[config.mk]
export PLATFORM = sky130hd
export DESIGN_NAME = shifter_seq
export DESIGN_NICKNAME = d
export VERILOG_FILES = /design/src/rtl/shifter_seq.sv
export SDC_FILE = /design/constraint.sdc
export NUM_CORES = 1
export LEC_CHECK = 0
export BUFFER_PORTS_ARGS = -buffer_cell sky130_fd_sc_hd__buf_2
export CAP_MARGIN = 20
export CORE_MARGIN = 2
export CORE_UTILIZATION = 45
export DETAILED_ROUTE_END_ITERATION = 8
export PLACE_DENSITY = 0.8
export REMOVE_ABC_BUFFERS = 1
export SLEW_MARGIN = 25
export SYNTH_ARGS = -nofsm -noshare
export SYNTH_HDL_FRONTEND = slang
export SYNTH_SLANG_ARGS = --single-unit
[constraint.sdc]
create_clock -name Clk -period 5.72 [get_ports Clk]
set_clock_uncertainty 0.2 [all_clocks]
set_input_delay 1.144 -clock Clk [delete_from_list [all_inputs] [get_ports Clk]]
set_output_delay 1.144 -clock Clk [all_outputs]
set_load 0.03 [all_outputs]
[src/rtl/shifter_seq.sv]
// Multi-cycle operand-2 shifter: decodes the instruction class, then walks the
// working value STEP bit positions per clock until the count reaches zero.
//
// state | meaning
// ------+---------------------------------------------------------------
// IDLE  | waiting for Start; O/CarryOut hold the last result
// SHIFT | iterating; W/C/cnt updated each cycle, result published at cnt==0
// DONE  | one-cycle completion pulse, then back to IDLE
module shifter_seq #(
  parameter int WIDTH = 32,
  parameter int STEP  = 1
) (
  input  logic             Clk,
  input  logic             Reset,
  input  logic             Start,
  input  logic [31:0]      InstructionReg,
  input  logic [WIDTH-1:0] Rm,
  input  logic [WIDTH-1:0] Rs,
  input  logic             CarryIn,
  output logic [WIDTH-1:0] O,
  output logic             CarryOut,
  output logic             Busy,
  output logic             Done
);

  localparam int CW = $clog2(WIDTH + 2);

  typedef enum logic [1:0] {S_IDLE, S_SHIFT, S_DONE} state_t;
  typedef enum logic [1:0] {OP_LSL = 2'b00, OP_LSR = 2'b01, OP_ASR = 2'b10, OP_ROR = 2'b11} op_t;

  state_t state, state_nxt;
  op_t op, ld_op;
  logic [WIDTH-1:0] w, ld_w, sh_w, ror_w;
  logic c, ld_c, sh_c;
  logic [CW-1:0] cnt, ld_cnt, k;
  logic [WIDTH:0] lsl_ext, lsr_ext, asr_ext;

  logic [2:0] cls;
  logic       reg_form;
  logic [1:0] sh;
  logic [4:0] n;
  logic [3:0] rot;
  logic [7:0] amt;
  logic       unused_bits;

  assign cls      = InstructionReg[27:25];
  assign reg_form = InstructionReg[4];
  assign sh       = InstructionReg[6:5];
  assign n        = InstructionReg[11:7];
  assign rot      = InstructionReg[11:8];
  assign amt      = Rs[7:0];
  // Condition field and the upper register bits never affect the shift.
  assign unused_bits = ^{InstructionReg[31:28], Rs[WIDTH-1:8]};

  // Operand decode: initial working value, carry, count and operation.
  always_comb begin
    ld_w   = Rm;
    ld_c   = CarryIn;
    ld_cnt = '0;
    ld_op  = OP_LSL;
    case (cls)
      3'b001: begin
        ld_w   = {{(WIDTH-8){1'b0}}, InstructionReg[7:0]};
        ld_op  = OP_ROR;
        ld_cnt = {{(CW-5){1'b0}}, rot, 1'b0};
      end
      3'b000: begin
        ld_op = op_t'(sh);
        if (!reg_form) begin
          if (n != 5'd0) begin
            ld_cnt = {{(CW-5){1'b0}}, n};
          end else begin
            case (ld_op)
              OP_LSR, OP_ASR: ld_cnt = CW'(WIDTH);
              OP_ROR: begin
                // RRX: one-bit rotate through carry, finished at load.
                ld_w = {CarryIn, Rm[WIDTH-1:1]};
                ld_c = Rm[0];
              end
              default: ;
            endcase
          end
        end else if (amt != 8'd0) begin
          case (ld_op)
            OP_LSL, OP_LSR: ld_cnt = (int'(amt) > WIDTH + 1) ? CW'(WIDTH + 1) : CW'(amt);
            OP_ASR:         ld_cnt = (int'(amt) > WIDTH) ? CW'(WIDTH) : CW'(amt);
            default: begin
              ld_cnt = CW'(int'(amt) % WIDTH);
              // Rotate by a whole multiple of WIDTH: value unchanged, carry is the MSB.
              if ((int'(amt) % WIDTH) == 0) ld_c = Rm[WIDTH-1];
            end
          endcase
        end
      end
      3'b101: ld_w = {{(WIDTH-26){InstructionReg[23]}}, InstructionReg[23:0], 2'b00};
      default: ld_w = {{(WIDTH-12){1'b0}}, InstructionReg[11:0]};
    endcase
  end

  // One iteration of the shift: k positions, carry is the last bit shifted out.
  always_comb begin
    k       = (cnt < CW'(STEP)) ? cnt : CW'(STEP);
    lsl_ext = {1'b0, w} << k;
    lsr_ext = {w, 1'b0} >> k;
    asr_ext = $signed({w, 1'b0}) >>> k;
    ror_w   = (w >> k) | (w << (CW'(WIDTH) - k));
    sh_w    = w;
    sh_c    = c;
    case (op)
      OP_LSL: begin sh_w = lsl_ext[WIDTH-1:0]; sh_c = lsl_ext[WIDTH]; end
      OP_LSR: begin sh_w = lsr_ext[WIDTH:1];   sh_c = lsr_ext[0];     end
      OP_ASR: begin sh_w = asr_ext[WIDTH:1];   sh_c = asr_ext[0];     end
      default: begin sh_w = ror_w;             sh_c = ror_w[WIDTH-1]; end
    endcase
  end

  // State register.
  always_ff @(posedge Clk) begin
    if (!Reset) state <= S_IDLE;
    else        state <= state_nxt;
  end

  // Next-state logic; Start only matters in IDLE.
  always_comb begin
    state_nxt = state;
    case (state)
      S_IDLE:  if (Start) state_nxt = S_SHIFT;
      S_SHIFT: if (cnt == '0) state_nxt = S_DONE;
      S_DONE:  state_nxt = S_IDLE;
      default: state_nxt = S_IDLE;
    endcase
  end

  // Datapath: load on Start, iterate in SHIFT, publish result when the count runs out.
  always_ff @(posedge Clk) begin
    if (!Reset) begin
      w        <= '0;
      c        <= 1'b0;
      cnt      <= '0;
      op       <= OP_LSL;
      O        <= '0;
      CarryOut <= 1'b0;
    end else begin
      case (state)
        S_IDLE: begin
          if (Start) begin
            w   <= ld_w;
            c   <= ld_c;
            cnt <= ld_cnt;
            op  <= ld_op;
          end
        end
        S_SHIFT: begin
          if (cnt == '0) begin
            O        <= w;
            CarryOut <= c;
          end else begin
            w   <= sh_w;
            c   <= sh_c;
            cnt <= cnt - k;
          end
        end
        default: ;
      endcase
    end
  end

  assign Busy = (state == S_SHIFT);
  assign Done = (state == S_DONE);

endmodule

==> key figures <==
Routing
  – DRC errors left: 0
  – TritonRoute pass-1 iters: 5
  – Via count: 5696
  – Final wirelength: 16200 um
  – Vias per Instance: 6.16
  – DRT iter0 DRCs: 569
  – WL/cell: 17.5 um
  – DRT antenna net count: 0

Synthesis
  – Mapped Area: 0.00540 mm^2
  – Top-count cell post-synth: nand2_1
  – Mean Syn Cell Area: 7.63 um^2
  – Seq/Total Area, Yosys: 0.282
  – Yosys top cell area share: 0.282
  – Number of synthesized flops with an enable pin: 0
  – Post-Syn Instances: 708
  – Yosys cell types: 61
  – Top cells by area, synth: dfxtp_1, nand2_1, mux2i_1, o21ai_0, a21boi_0
  – Primary FF master, synth: dfxtp_1
  – Synthesis-stage register bit count: 76
  – Top cell type by total area after synthesis: dfxtp_1
  – Asr flop ratio synth: 0
  – Post-synth top cells: nand2_1, dfxtp_1, o21ai_0
  – Synth warnings: 0

Status
  – Status: completed

STA
  – RSZ-0062 raised after global routing: false
  – Fin crit period: 3.33 ns
  – Worst Max-Slew Pin Slew: 0.987 ns
  – Count of pins over their slew limit: 0
  – Setup tns final: 0 ns
  – Worst slew margin: 0.342
  – Final setup viols: 0
  – Final worst-path cycle share: 0.582
  – F_max: 301 MHz
  – Final hold vios: 0

Worst setup path
  – Crit path max fanout: 26
  – Startpoint types: primary input
  – Reg2reg start: cnt[2]
  – CP required: 5.78 ns
  – Reg-to-reg slack, setup: 2.42 ns
  – WS Path Type: in2reg
  – CP Capture Type: register
  – Reg-to-reg endpoint: w[22]
  – Worst reg-to-reg path cell count: 10
  – Data arrival, critical path: 3.38 ns

CTS
  – H-tree depth: 3
  – CTS sink cnt: 76
  – Clk_lat worst skew: 0.34 ns
  – Clock Tree Buf Depth: 2
  – Root Driver: clkbuf_16
  – Hold_buf cts: 0
  – Post-CTS Setup Inserts: 0
  – Post-CTS sizing: 0
  – Number of CTS-inserted buffers: 9
  – Clock transition at path regs: 0.06 ns
  – CTS tree: done

Power and ir drop
  – Comb power frac: 0.400
  – Peak supply drop: 0.000211 V
  – P_leak: 2.62 nW
  – Seq pwr share: 0.309
  – Switching power: 0.951 mW
  – Pwr Total: 2.43 mW
  – Net Sw Frac: 0.391
  – Power density over cell area: 387 mW/mm^2
  – Internal power: 1.48 mW
  – Clock power frac: 0.291

Placed design
  – Port-buffer cells: 105
  – DP Wirelength: 11000 um
  – GPL Wtd Cong: 0.909
  – Placed Instances: 909

GRT
  – Routing usage on met3: 0.0404
  – Initial antenna violation count: 0
  – Global-route track usage on met1: 0.331
  – Largest net degree at the start of global routing: 62
  – Global route overflow: 0
  – GR Util met2: 0.409
  – Vias in the first global route: 5175
  – First-pass GRT wire length: 26100 um
  – Total GRT Usage: 0.250
  – Global routing's busiest layer: met2

Min path
  – Hold EP: O[28]
  – Min-Delay Path Class: reg2reg
  – Hold Path Depth: 2
  – Hold path startpoint: O[28]

Final layout
  – N_diodes: 0
  – Syn-to-layout area delta: 16.4%
  – Final Net Count: 880
  – Share of cells above drive strength 1: 0.194
  – Post-Layout Cell Count: 925

Flow run
  – Maxcap violations: 0

Floorplan
  – Core area: 0.0119 mm^2
  – Full die area: 0.0129 mm^2
  – I/O pin cnt: 135
  – Die Span Y: 114 um
  – Die X: 114 um
  – Effective utilization at floorplan: 0.455
  – Site Rows: 40
-- power groups by stage --
stage / registers (mW) / logic, mW / clock network, mW
floorplan: 0.736 / 0.663 / 0
global placement: 0.748 / 0.936 / 0
detailed placement: 0.751 / 0.952 / 0
CTS: 0.740 / 0.958 / 0.712
global route: 0.758 / 1.06 / 0.735
finish: 0.751 / 0.972 / 0.707
-- layout make-up --
class	count	area [um^2]
multi-input combinational	557	3540
clock buffer	12	246
timing repair buffer	119	631
clock inverter	4	120
inverter	10	42.5
sequential	76	1520
fill	1094	5580
tap	147	184
-- critical path: stages --
cell and delay [ns]:
buf_2 0.14, nor3_1 0.30, nand4b_1 0.56, buf_4 0.51
mux2i_1 0.17, o211ai_1 0.19, o21ai_0 0.13, a211oi_1 0.22
-- placed cells by master, fill, tap and decap left out, types with 6 or more instances in the layout --
master     synthesis  layout
o21ai_0           71      71
nor3_1             6       6
nand4_1           15      15
mux2i_1           52      52
inv_1              8       8
ha_1               7       7
nor2b_1            8       8
and3_1             8       8
buf_4              2      14
a21boi_1           7       7
nand3_1           15      15
buf_2             10     105
nor2_1            28      27
clkbuf_16          0       9
a21oi_1           28      28
a31oi_1           11      11
a22oi_1            8       8
mux4_2             7       7
a21boi_0          41      41
o211ai_1          15      15
a221oi_1          18      18
nand2b_1           6       6
dfxtp_1           76      76
nand2_1          149     148
-- cell families (layout without fill, tap and decap cells) --
| logic type | Yosys count | in the layout | share of synthesized area |
|---|---|---|---|
| buffers and inverters | 75 | 145 | 0.0639 |
| DFF | 76 | 76 | 0.282 |
| AOI/OAI and AO/OA | 235 | 235 | 0.288 |
| muxes | 64 | 64 | 0.144 |
| and+or+nand+nor | 250 | 250 | 0.205 |
| other | 1 | 1 | 0.000694 |
| adders and majority gates | 7 | 7 | 0.0162 |
-- worst max-delay path by stage --
| stage | slack [ns] | to | from |
|---|---|---|---|
| final | 2.39 | w[11] | InstructionReg[10] |
| after global routing | 2.25 | w[22] | cnt[2] |
| after global placement | 2.15 | w[5] | InstructionReg[10] |
| after floorplan | 1.41 | w[20] | InstructionReg[9] |
| after detailed placement | 2.10 | w[4] | InstructionReg[10] |
| after CTS | 2.45 | w[4] | InstructionReg[10] |
-- per-layer routing --
layer | wire length [um] | part of all wire
met2 | 7620 | 0.47
met4 | 388 | 0.024
met1 | 6810 | 0.42
met3 | 1380 | 0.085
met5 | 0 | 0
-- metrics by stage --
step	area [um^2]	worst slack [ns]	utilization	hold slack (ns)
5_1_grt	6280	2.25	0.530	0.277
3_5_place_dp	5910	2.10	0.499	0.254
4_1_cts	6280	2.45	0.530	0.263
2_1_floorplan	5100	1.41	-	0.238
3_3_place_gp	5910	2.15	0.499	0.249
6_report	6280	2.39	0.530	0.257
-- flip-flops by register name (all words and copies together), names as in the netlist --
name / cells
op: 2
cnt: 6
CarryOut: 1
w: 32
O: 32
state: 2
c: 1
Power figures use the tool's default switching activity.
